**src/rtl/up_down_control_pkg.sv**
```systemverilog
// Shared types and defaults for the up/down direction controller.
// Imported by the debouncer, the interface users and the top level.
package up_down_pkg;

    typedef enum logic {
        DIR_UP   = 1'b0,
        DIR_DOWN = 1'b1
    } dir_state_t;

    localparam int DEFAULT_DEBOUNCE_CYCLES = 4;
    localparam int DEFAULT_WIDTH           = 4;

    // Wide enough for the largest legal debounce length (255).
    localparam int DEBOUNCE_CNT_W = 8;

    function automatic dir_state_t flip_dir(input dir_state_t dir);
        return (dir == DIR_UP) ? DIR_DOWN : DIR_UP;
    endfunction

endpackage

```
**src/rtl/up_down_control_if.sv**
```systemverilog
// Button/mode/count inputs and direction outputs of the up/down controller.
interface up_down_control_if #(
    parameter int WIDTH = 4
);
    logic             button;
    logic             mode;
    logic [WIDTH-1:0] count;
    logic             upDown;
    logic             toggled;
    logic             btn_level;

    modport master (
        output button, mode, count,
        input  upDown, toggled, btn_level
    );

    modport slave (
        input  button, mode, count,
        output upDown, toggled, btn_level
    );
endinterface

```
**src/rtl/up_down_control_debounce.sv**
```systemverilog
// Two-flop synchronizer, consecutive-cycle debounce counter and press detector.
// press is high in the cycle whose closing edge raises level from 0 to 1.
module button_debounce
    import up_down_pkg::*;
#(
    parameter int DEBOUNCE_CYCLES = DEFAULT_DEBOUNCE_CYCLES
) (
    input  logic clock,
    input  logic reset,
    input  logic button,
    output logic level,
    output logic press
);

    localparam logic [DEBOUNCE_CNT_W-1:0] LAST_COUNT = DEBOUNCE_CNT_W'(DEBOUNCE_CYCLES - 1);

    logic                      sync_meta;
    logic                      sync_q;
    logic                      level_q;
    logic [DEBOUNCE_CNT_W-1:0] stable_cnt;
    logic                      differs;
    logic                      accept;

    assign differs = (sync_q != level_q);
    assign accept  = differs && (stable_cnt == LAST_COUNT);

    // The counter clears on any cycle of agreement, so only an unbroken run is accepted.
    always_ff @(posedge clock or negedge reset) begin
        if (!reset) begin
            sync_meta  <= 1'b0;
            sync_q     <= 1'b0;
            level_q    <= 1'b0;
            stable_cnt <= '0;
        end else begin
            sync_meta <= button;
            sync_q    <= sync_meta;
            if (!differs) begin
                stable_cnt <= '0;
            end else if (accept) begin
                stable_cnt <= '0;
                level_q    <= sync_q;
            end else begin
                stable_cnt <= stable_cnt + 1'b1;
            end
        end
    end

    assign level = level_q;
    assign press = accept && sync_q;

endmodule

```
**src/rtl/up_down_control.sv**
```systemverilog
// Direction controller for an external up/down counter: button toggles direction,
// ping-pong mode additionally reverses one step before each end of the count range.
module up_down_control
    import up_down_pkg::*;
#(
    parameter int DEBOUNCE_CYCLES = DEFAULT_DEBOUNCE_CYCLES,
    parameter int WIDTH           = DEFAULT_WIDTH
) (
    input  logic               clock,
    input  logic               reset,
    up_down_control_if.slave   ctrl
);

    localparam int               COUNT_MAX = 2**WIDTH - 1;
    localparam logic [WIDTH-1:0] TURN_HIGH = WIDTH'(COUNT_MAX - 1);
    localparam logic [WIDTH-1:0] TURN_LOW  = WIDTH'(1);

    dir_state_t state_q;
    dir_state_t state_d;
    logic       toggled_q;
    logic       flip;
    logic       at_turn;
    logic       level;
    logic       press;

    button_debounce #(
        .DEBOUNCE_CYCLES(DEBOUNCE_CYCLES)
    ) u_debounce (
        .clock  (clock),
        .reset  (reset),
        .button (ctrl.button),
        .level  (level),
        .press  (press)
    );

    // Turning one step early lets the counter land on the end value, then reverse.
    always_comb begin
        state_d = state_q;
        at_turn = 1'b0;
        flip    = 1'b0;
        if (ctrl.mode) begin
            at_turn = (state_q == DIR_UP) ? (ctrl.count == TURN_HIGH)
                                          : (ctrl.count == TURN_LOW);
        end
        flip = press || at_turn;
        if (flip) begin
            state_d = flip_dir(state_q);
        end
    end

    always_ff @(posedge clock or negedge reset) begin
        if (!reset) begin
            state_q   <= DIR_UP;
            toggled_q <= 1'b0;
        end else begin
            state_q   <= state_d;
            toggled_q <= flip;
        end
    end

    assign ctrl.upDown    = (state_q == DIR_UP);
    assign ctrl.toggled   = toggled_q;
    assign ctrl.btn_level = level;

endmodule

```
**src/flat_wrapper.sv**
```systemverilog
// flat-port wrapper written by rule: the top's interface ports become plain ports
module up_down_control_flat import up_down_pkg::*;
#(
    parameter int DEBOUNCE_CYCLES = DEFAULT_DEBOUNCE_CYCLES,
    parameter int WIDTH           = DEFAULT_WIDTH
)
  (clock, reset, ctrl_button, ctrl_mode, ctrl_count, ctrl_upDown, ctrl_toggled, ctrl_btn_level);
  up_down_control_if #(.WIDTH(WIDTH)) ctrl_i ();
  input  logic clock;
  input  logic reset;
  input wire logic [$bits(ctrl_i.button)-1:0] ctrl_button;
  input wire logic [$bits(ctrl_i.mode)-1:0] ctrl_mode;
  input wire logic [$bits(ctrl_i.count)-1:0] ctrl_count;
  output wire logic [$bits(ctrl_i.upDown)-1:0] ctrl_upDown;
  output wire logic [$bits(ctrl_i.toggled)-1:0] ctrl_toggled;
  output wire logic [$bits(ctrl_i.btn_level)-1:0] ctrl_btn_level;
  assign ctrl_i.button = ctrl_button;
  assign ctrl_i.mode = ctrl_mode;
  assign ctrl_i.count = ctrl_count;
  assign ctrl_upDown = ctrl_i.upDown;
  assign ctrl_toggled = ctrl_i.toggled;
  assign ctrl_btn_level = ctrl_i.btn_level;
  up_down_control #(.DEBOUNCE_CYCLES(DEBOUNCE_CYCLES), .WIDTH(WIDTH)) u_core (.clock(clock), .reset(reset), .ctrl(ctrl_i));
endmodule
```
**config.mk**
```make
export PLATFORM = sky130hd
export DESIGN_NAME = up_down_control_flat
export DESIGN_NICKNAME = d
export VERILOG_FILES = /design/src/rtl/up_down_control_pkg.sv /design/src/rtl/up_down_control_if.sv /design/src/rtl/up_down_control_debounce.sv /design/src/rtl/up_down_control.sv /design/src/flat_wrapper.sv
export SDC_FILE = /design/constraint.sdc
export NUM_CORES = 1
export LEC_CHECK = 0
export CORE_AREA = 2 2 39 41
export DETAILED_ROUTE_END_ITERATION = 7
export DIE_AREA = 0 0 41 43
export DONT_BUFFER_PORTS = 1
export PLACE_DENSITY_LB_ADDON = 0.2
export SYNTH_ARGS = -nofsm -noshare
export SYNTH_HDL_FRONTEND = slang
export SYNTH_HIERARCHICAL = 1
export SYNTH_SLANG_ARGS = --single-unit
```
**constraint.sdc**
```tcl
create_clock -name clock -period 3.9 [get_ports clock]
set_input_delay 0.78 -clock clock [delete_from_list [all_inputs] [get_ports clock]]
set_output_delay 0.78 -clock clock [all_outputs]
set_load 0.02 [all_outputs]
```
; ---- Yosys cells after proc, flatten, opt, wreduce, memory -nomap -nowiden
; Index checks and enable logic that the tools add are counted.
; W data, S select, Z words.
[classes]
eq_ne = 4
n_bitwise = 1
n_reduce_logical = 4
n_mux = 5
add_sub_neg = 1
[ops]
columns = cell, count
row1 = $mux W8, 2
row2 = $add A8 B1 Y8 const B, 1
row3 = $eq A8 B2 Y1 const B, 1
row4 = $eq A4 B1 Y1 const B, 1
row5 = $eq A4 B4 Y1 const B, 1
row6 = $mux W1, 3
row7 = $logic_and A1 B1 Y1, 2
row8 = $reduce_and A2 Y1, 1
row9 = $logic_or A1 B1 Y1, 1
row10 = $ne A1 B1 Y1, 1
row11 = $not A1 Y1, 1
[word_totals]
wordCells = 21
register_bits = 13
in_bits = 8
out_inout_bits = 3

; ---- Depth between registers and ports, before layout
[depth]
depth_word = 4
depth_mapped = 7
mapped_depth_nobuf = 7

; ---- By module
; The synthesis kept the hierarchy.
[by_module_without_submodules]
columns = module, cells_each, area_each_um2, seq_area_each_um2, instances
row1 = button_debounce, 44, 493.0, 275.3, 1
row2 = up_down_control, 12, 127.6, 50.0, 1

; ---- Worst setup path before layout
; No wires, ideal clock.
[synth_path]
path_type = reg-to-reg
start = reg u_core.u_debounce.stable_cnt[0]
end = reg u_core.state_q
setup_ns = 0.120
path_stages_with_launch = 7
required_time_ns = 3.780
synth_period_minus_slack_ns = 1.546
n_path_buf = 0
arrival_ns = 1.425
slack_ns = 2.354
cell_sequence = dfrtp_1 > ha_1 > nor4b_2 > nand2_1 > nor3b_1 > nand2_1 > and3_2
[synth_between]
elab_chain_cells = 4
[synth_rtl]
columns = element, line
row1 = "start, declared", up_down_control_debounce.sv:20  ; logic [DEBOUNCE_CNT_W-1:0] stable_cnt;
row2 = "start signal, assigned", up_down_control_debounce.sv:43  ; stable_cnt <= stable_cnt + 1'b1;
row3 = $eq A8 B2 Y1, up_down_control_debounce.sv:25  ; assign accept = differs && (stable_cnt == LAST_COUNT);
row4 = $logic_and A1 B1 Y1, up_down_control_debounce.sv:25
row5 = $logic_and A1 B1 Y1, up_down_control_debounce.sv:49  ; assign press = accept && sync_q;
row6 = named net u_core.press, up_down_control.sv:24  ; logic press;
row7 = $logic_or A1 B1 Y1, up_down_control.sv:45  ; flip = press || at_turn;
row8 = "end signal, assigned", up_down_control.sv:56  ; state_q <= state_d;
row9 = "end, declared", up_down_control.sv:18  ; dir_state_t state_q;
; The timed path passes the listed nets, and every way through them passes these cells.
; A chain may end at the register's enable or synchronous reset.

; ---- Worst setup path after layout
; Same ends and word-level chain as after synthesis.

==> out/qor.csv <==
metric,value,unit
cp-end-kind,flip-flop,
grt_pass1_wl,1.800,mm
crit_buf_inv,0,
cpLargestDelayFamily,simple AND/OR/NAND/NOR gates,
numCtsBuffers,3,
start_kind,flip-flop,
p_switching,124.3,µW
grt_pass1_vias,429,
seqCellArea,325.3,µm²
fp.dieH,43,µm
rr_worst_depth,6,
r2r_slack,2.15,ns
synth_area_leader_cell,dfrtp_1,
syn_area,620.6,µm²
avgSynthCellArea,11.08,µm²
clk_pin_slew,0.08,ns
placedCellCount,72,
io_pins,11,
p_comb_share,23.8,%
max_slew_margin,77.58,%
p_leak,0.2888,nW
dr_wl_met2,536,µm
drive_above_1_share,15.00,%
htree_levels,1,
cts-resized-gates,0,
synth.area.top_cells,"dfrtp_1 52%, xnor2_1 4.2%, ha_1 4.0%",
dr.pass1.iters,4,
dp_hpwl,766.5,µm
n_fill_cell,134,
worst_pin_slew,0.3356,ns
drv_slew,0,
rsz0062_at_grt,no,
synth_top_area_share,52.42,%
dieArea,1763,µm²
vias,409,
slowest_stage,dfrtp_1,
area_delta_synth_final,7.460,%
min_period_over_period,44.94,%
initial_core_util,44.85,%
seq_area_frac_synth,52.42,%
power_density,546.5,nW/µm²
coreArea,1384,µm²
r2r_start,u_core/u_debounce/stable_cnt[0]$_DFF_PN0_,
final-setup-viol-count,0,
highest-signal-layer,met4,
total_power,364.5,µW
layout.cells.non_filler,76,
p_int,240.2,µW
critPathKind,reg2reg,
most-common-layout-cells,"13 x dfrtp_1, 6 x nor2_1, 4 x o21ai_0",
vdd_drop_max,0.0002842,V
clock_path_buffers,2,
grt_max_degree,14,
cts_tree,done,
path_common_cell,nand2_1,
synthCells,56,
arrival,1.91,ns
maxCapViolations,0,
via_per_inst,5.382,
synth.distinct_cells,22,
portBuffers,0,
mostFrequentLayoutCell,dfrtp_1,
rows,14,
cts_hold_buf,0,
place_congestion,0.7204,
diodes,0,
die_x,41,µm
drtIter0Drc,14,
dr_wl_met3,32,µm
final.min_clock_period,1.753,ns
fmax,570.6,MHz
critical_path.cell_chain,ha_1 -> nor4b_2 -> nand2_1 -> nor3b_1 -> nand2_1 -> and3_2,
min_path_type,in2async,
gr-total-overflow,0,
finalClockSkew,0.005127,ns
clkPwrFrac,22.3,%
ys_warn_count,6,
totalWireLength,1.042,mm
synth_fp_nets,66,
hold_violations,0,
critPathRequiredTime,4.06,ns
wl_met1,443,µm
worstReg2RegEnd,u_core/state_q$_DFFE_PN0P_,
cts.sinks,13,
fin_setup_tns,0,ns
slowest_delay,0.42,ns
fin_nets,71,
switching_share,34.10,%
drtAntennaViolNets,0,
wire_per_inst,13.71,µm
antenna_found_initial,0,
post_cts_buffers,0,
multi_input_area,284.0,µm²
status,completed,
pwr-share-seq,53.9,%
grt_util_all_layers,15.87,%
route.detailed.drc,0,
clock_latency,0.27,ns
ys_ff_latch,13,
cts_root_buffer,clkbuf_4,
cp_max_fo,5,
through the flow:
step | hold slack, ns | setup slack (ns) | utilization [%] | cell area, µm²
after global placement | 0.3338 | 2.218 | 46.29 | 640.6
after detailed placement | 0.3621 | 2.162 | 46.29 | 640.6
after global routing | 0.1659 | 1.865 | 48.19 | 666.9
after floorplan | 0.3312 | 2.354 | - | 620.6
after CTS | 0.1846 | 2.120 | 48.19 | 666.9
final | 0.1918 | 2.147 | 48.19 | 666.9
routing by layer:
metal	up-vias	global-route usage, %
li1	203	-
met5	-	0
met1	191	17.45
met4	0	12.00
met2	11	25.00
met3	4	3.141
area by class of cell:
cell class	count	share of cell area [%]
clock buffers	4	3.940
flip-flops and latches	13	48.78
inverters	3	1.689
multi-input cells	40	42.59
well taps	16	3.002
cells in the mapped netlist:
cell / instances
dfrtp_1: 13
nor2_1: 6
o21ai_0: 4
inv_1: 3
nand2_1: 3
nand3_1: 3
or3_1: 3
xnor2_1: 3
a21oi_1: 2
ha_1: 2
nand4_1: 2
nor3_1: 2
a21o_1: 1
a21oi_2: 1
and3_2: 1
mux2_4: 1
nand3_2: 1
nor3b_1: 1
nor4b_2: 1
nor4b_4: 1
or3b_1: 1
xor2_1: 1
logic make-up (layout without fill, tap and decap cells):
logic type	count (synthesis)	in the layout	share of synthesized area [%]
multiplexers	1	1	2.419
adder cells (fa/ha/maj)	2	2	4.032
XOR/XNOR	4	4	5.646
AND/OR/NAND/NOR	25	25	26.21
buffers and inverters	3	7	1.814
AO/OA/AOI/OAI	8	8	7.461
flip-flops	13	13	52.42
worst max path at each step:
| stage | end | cells after the start | slack, ns | start |
|---|---|---|---|---|
| 3_5_place_dp | u_core/state_q$_DFFE_PN0P_ | 6 | 2.16 | u_core/u_debounce/stable_cnt[0]$_DFF_PN0_ |
| 3_3_place_gp | u_core/state_q$_DFFE_PN0P_ | 6 | 2.22 | u_core/u_debounce/stable_cnt[0]$_DFF_PN0_ |
| 4_1_cts | u_core/state_q$_DFFE_PN0P_ | 6 | 2.12 | u_core/u_debounce/stable_cnt[0]$_DFF_PN0_ |
| 6_report | u_core/state_q$_DFFE_PN0P_ | 6 | 2.15 | u_core/u_debounce/stable_cnt[0]$_DFF_PN0_ |
| 5_1_grt | u_core/state_q$_DFFE_PN0P_ | 6 | 1.86 | u_core/u_debounce/stable_cnt[0]$_DFF_PN0_ |
| 2_1_floorplan | u_core/state_q$_DFFE_PN0P_ | 6 | 2.35 | u_core/u_debounce/stable_cnt[0]$_DFF_PN0_ |
power by group through the flow:
| stage | registers [mW] | clock network, mW | logic (mW) |
|---|---|---|---|
| floorplan | 0.193 | 0 | 0.0741 |
| global placement | 0.198 | 0 | 0.0871 |
| detailed placement | 0.199 | 0 | 0.0858 |
| CTS | 0.197 | 0.0851 | 0.0883 |
| global route | 0.203 | 0.0922 | 0.0964 |
| finish | 0.197 | 0.0812 | 0.0867 |
registers in the layout, indices dropped and copies added, names as in the netlist:
name,count
u_core/ctrl.toggled,1
u_core/state_q,1
u_core/u_debounce/level,1
u_core/u_debounce/stable_cnt,8
u_core/u_debounce/sync_meta,1
u_core/u_debounce/sync_q,1
No activity file was read; power rests on OpenSTA's default activity.
==> variant 1, RTL diff (same flow settings) <==
The package constant `DEBOUNCE_CNT_W` goes from 8 to 12.
--- a/src/rtl/up_down_control_pkg.sv
+++ b/src/rtl/up_down_control_pkg.sv
@@ -11,7 +11,7 @@
     localparam int DEFAULT_WIDTH           = 4;
 
     // Wide enough for the largest legal debounce length (255).
-    localparam int DEBOUNCE_CNT_W = 8;
+    localparam int DEBOUNCE_CNT_W = 12;
 
     function automatic dir_state_t flip_dir(input dir_state_t dir);
         return (dir == DIR_UP) ? DIR_DOWN : DIR_UP;
Function: same outputs for any inputs over 10 cycles, from zero or initial values and one cycle with reset low; that may be too few to reach the edited logic, so the function may still have changed.
==> variant 1 against the unedited design <==
Power grew 14%; wire length up 32%; sequential cell count increased by 4; setup slack lost 0.13 ns; critical endpoint unchanged; combinational power rose by 3.1%; area after synthesis is 32% higher; critical path type unchanged; cell area rose by 29%.
==> variant 1: results (changes against the unedited design) <==
Outcome: complete, no violations (unchanged)
Post-synth net total: 86 (was 66)
GR Util met1: 30.0% (was 17.4%)
Routed length on met2: 665 um (was 536 um)
Synthesized instance count: 77 (was 56)
Final routed wire length divided by cell count: 14.4 um (was 13.7 um)
GPL Wtd Cong: 0.665 (was 0.720)
Slew at the pin closest to its max-slew limit: 0.387 ns (was 0.336 ns)
Total routed wirelength: 1380 um (was 1040 um)
Final net count: 90 (was 71)
Top routing layer used: met4 (unchanged)
Cell count after placement: 92 (was 72)
Worst setup skew after layout: 0.00434 ns (was 0.00513 ns)
Vias per cell: 6.22 (was 5.38)
Smallest hold slack: 0.176 ns (was 0.192 ns)
Total routed wire length on the met1 layer: 639 um (was 443 um)
Portion of the post-synthesis area used by sequential elements: 52.0% (was 52.4%)
Vias in the first global route: 610 (was 429)
Post-place instance area: 833 um2 (was 641 um2)
Count of unique library cells instantiated by Yosys: 26 (was 22)
Lkg Pwr: 0.335 nW (was 0.289 nW)
Total clock buffers created by CTS: 3 (unchanged)
Starting DRC count in detailed routing: 12 (was 14)
Biggest cell delay along the critical path: 0.39 ns (was 0.42 ns)
Wire length of the first global-routing pass: 2550 um (was 1800 um)
Total number of yosys warnings: 6 (unchanged)
Global-route met2 utilization: 30.6% (was 25.0%)
Number of flip-flops in the largest register: 12 (was 8)
Total global-route track usage: 21.8% (was 15.9%)
Post-cts sizing count: 0 (unchanged)
Met3 wirelength from detailed routing: 63 um (was 32 um)
Global routing usage on met3: 5.24% (was 3.14%)
Highest achievable clock rate: 0.532 GHz (was 0.571 GHz)
Maximum fanout along the worst path: 4 (was 5)
Pin count of the biggest net entering global routing: 18 (was 14)
Final HPWL DP: 1010 um (was 767 um)
Most area-consuming cells after synthesis: sky130_fd_sc_hd__dfrtp_1 52%, sky130_fd_sc_hd__a21oi_1 4.3%, sky130_fd_sc_hd__nand3_2 3.7% (was sky130_fd_sc_hd__dfrtp_1 52%, sky130_fd_sc_hd__xnor2_1 4.2%, sky130_fd_sc_hd__ha_1 4.0%)
Most common cell in the netlist: sky130_fd_sc_hd__dfrtp_1 (unchanged)
Placement-stage worst setup slack: 2.01 ns (was 2.16 ns)
Maximum ir drop on the vdd rail: 0.293 mV (was 0.284 mV)
Number of optimization iterations in the first detailed-route pass: 4 (unchanged)
Initial antenna violation count: 0 (unchanged)
Setup Fix Bufs, Post-CTS: 0 (unchanged)
Launching element of the worst setup path: u_core/u_debounce/stable_cnt[0]$_DFF_PN0_ (unchanged)
Cell count of the worst reg-to-reg path: 6 (unchanged)
Top post-synthesis cells by count: 17 x sky130_fd_sc_hd__dfrtp_1, 7 x sky130_fd_sc_hd__a21oi_1, 6 x sky130_fd_sc_hd__nor2_1 (was 13 x sky130_fd_sc_hd__dfrtp_1, 6 x sky130_fd_sc_hd__nor2_1, 4 x sky130_fd_sc_hd__o21ai_0)
Master of the slowest instance on the critical path: sky130_fd_sc_hd__dfrtp_1 (unchanged)
Data required, critical path: 4.08 ns (was 4.06 ns)
# H-tree levels: 1 (unchanged)
==> variant 1: kinds of logic (layout without fill, tap and decap cells) <==
logic type / after synthesis / after routing / synth area share (%)
AND/OR/NAND/NOR: 34 / 34 / 27.7
flip-flops: 17 / 17 / 52.0
AO/OA/AOI/OAI: 16 / 16 / 11.2
XOR/XNOR: 4 / 4 / 4.28
buffers and inverters: 4 / 7 / 1.99
adder cells (fa/ha/maj): 1 / 1 / 1.53
multiplexers: 1 / 1 / 1.38
==> variant 1: cell type report <==
cell class	count	area, um2
Fill cell	115	524
Multi-Input combinational cell	56	377
Clock buffer	4	26.3
Tap cell	16	20.0
Inverter	3	11.3
Sequential cell	17	425
==> variant 1: where the power goes <==
group / internal, mW / total, mW / switching [mW]
Clock: 0.0397 / 0.0914 / 0.0518
Combinational: 0.0391 / 0.0894 / 0.0503
Sequential: 0.200 / 0.234 / 0.0336
==> variant 2, RTL diff (same flow settings) <==
Made on the original files. Reset style: synchronous (`reset`), changed in 2 clocked blocks.
--- a/src/rtl/up_down_control_debounce.sv
+++ b/src/rtl/up_down_control_debounce.sv
@@ -25,7 +25,7 @@
     assign accept  = differs && (stable_cnt == LAST_COUNT);
 
     // The counter clears on any cycle of agreement, so only an unbroken run is accepted.
-    always_ff @(posedge clock or negedge reset) begin
+    always_ff @(posedge clock) begin
         if (!reset) begin
             sync_meta  <= 1'b0;
             sync_q     <= 1'b0;
--- a/src/rtl/up_down_control.sv
+++ b/src/rtl/up_down_control.sv
@@ -48,7 +48,7 @@
         end
     end
 
-    always_ff @(posedge clock or negedge reset) begin
+    always_ff @(posedge clock) begin
         if (!reset) begin
             state_q   <= DIR_UP;
             toggled_q <= 1'b0;
Formal check against the unedited RTL: differs if reset is asserted again (counterexample within 4 cycles, from zero or initial values and one cycle with reset low); with reset held inactive, the same outputs for 10 cycles.
==> variant 2 against the unedited design <==
Via count shrank 0.24%; cell area shrank 7.9%; setup slack lost 0.19 ns; first-iteration DRC count shrank 100%; utilization shrank 3.8 points; maximum frequency shrank 9.7%; hold slack gained 0.25 ns; area after synthesis shrank 8.5%; sequential share of layout area shrank 6.4 points; global-route usage shrank 2.1 points; largest cell class is now multi-input combinational cells; sequential cell count is the same; wire length shrank 12%.
Power is not compared: it rests on default switching activity, and its combinational part moved more than twofold at a synthesized area within 25%.
==> variant 2: results (changes against the unedited design) <==
Wire length of the first global-routing pass: 1610 um (was 1800 um)
Xor-xnor portion of the synthesized cell area: 6.17% (was 5.65%)
Post-synth net total: 67 (was 66)
Maximum fanout along the worst path: 4 (was 5)
Top post-synthesis cells by count: 13 x sky130_fd_sc_hd__dfxtp_1, 5 x sky130_fd_sc_hd__nor2_1, 5 x sky130_fd_sc_hd__or3_1 (was 13 x sky130_fd_sc_hd__dfrtp_1, 6 x sky130_fd_sc_hd__nor2_1, 4 x sky130_fd_sc_hd__o21ai_0)
Global-route met2 utilization: 17.2% (was 25.0%)
Fillers: 137 (was 134)
Total global-route track usage: 13.7% (was 15.9%)
GPL Wtd Cong: 0.714 (was 0.720)
Vias in the first global route: 395 (was 429)
Final HPWL DP: 681 um (was 767 um)
Cell count of the worst reg-to-reg path: 5 (was 6)
Starting DRC count in detailed routing: 0 (was 14)
Cell count after placement: 74 (was 72)
Count of unique library cells instantiated by Yosys: 24 (was 22)
Final net count: 72 (was 71)
Outcome: complete, no violations (unchanged)
Portion of the post-synthesis area used by sequential elements: 45.8% (was 52.4%)
Critical Path End: u_core/state_q$_SDFFE_PN0P_ (was u_core/state_q$_DFFE_PN0P_)
Mux share of post-synthesis cell area: 0% (was 2.42%)
Pin count of the biggest net entering global routing: 9 (was 14)
GR Util met1: 18.7% (was 17.4%)
Startpoint of the worst register-to-register path: u_core/u_debounce/stable_cnt[0]$_SDFF_PP0_ (was u_core/u_debounce/stable_cnt[0]$_DFF_PN0_)
Number of optimization iterations in the first detailed-route pass: 1 (was 4)
Predominant post-synthesis flop cell: sky130_fd_sc_hd__dfxtp_1 (was sky130_fd_sc_hd__dfrtp_1)
Max-slew headroom: 67.0% (was 77.6%)
Area share of fa/ha/maj cells after synthesis: 2.20% (was 4.03%)
Total routed wirelength: 914 um (was 1040 um)
Fraction of layout instances using a drive strength above 1: 11.3% (was 15.0%)
Type of the worst min-delay path: reg2reg (was in2async)
Reg2Reg Setup Slack: 1.96 ns (was 2.15 ns)
## variant 2: through the flow
stage                     worst slack (ns)  hold WS, ns  area, um2  utilization [%]
final                                 1.96        0.439        614             44.4
after global routing                  1.81        0.447        614             44.4
after CTS                             1.96        0.443        614             44.4
after detailed placement              1.97        0.424        588             42.5
after global placement                2.05        0.415        588             42.5
after floorplan                       2.14        0.412        568                -
## variant 2: power by group through the flow
| stage | sequential [mW] | clock [mW] | combinational, mW |
|---|---|---|---|
| after floorplan | 0.138 | 0 | 0.00433 |
| after global routing | 0.135 | 0.0909 | 0.00558 |
| after global placement | 0.138 | 0 | 0.00490 |
| after CTS | 0.135 | 0.0865 | 0.00484 |
| after detailed placement | 0.138 | 0 | 0.00482 |
| final | 0.135 | 0.0824 | 0.00480 |
## variant 2: cell families (layout without fill, tap and decap cells)
kind of cell / Yosys count / in the layout
adder cells (fa/ha/maj): 1 / 1
buffers and inverters: 3 / 7
XOR/XNOR: 4 / 4
AND/OR/NAND/NOR: 25 / 25
AO/OA/AOI/OAI: 12 / 12
flip-flops: 13 / 13
## variant 2: layout make-up
| type | instances | area [um2] | area share, % |
|---|---|---|---|
| multi-input cells | 42 | 297 | 48.3 |
| flip-flops and latches | 13 | 260 | 42.4 |
| clock buffers | 4 | 26.3 | 4.28 |
| well taps | 16 | 20.0 | 3.26 |
| inverters | 3 | 11.3 | 1.83 |
## variant 2: layer usage
| metal | share of wire (%) | vias up | wire [um] |
|---|---|---|---|
| met1 | 51 | 177 | 467 |
| met3 | 4.3 | 2 | 39 |
| met5 | 0 | - | 0 |
| met2 | 43 | 9 | 392 |
| met4 | 1.5 | 0 | 14 |
| li1 | - | 220 | - |
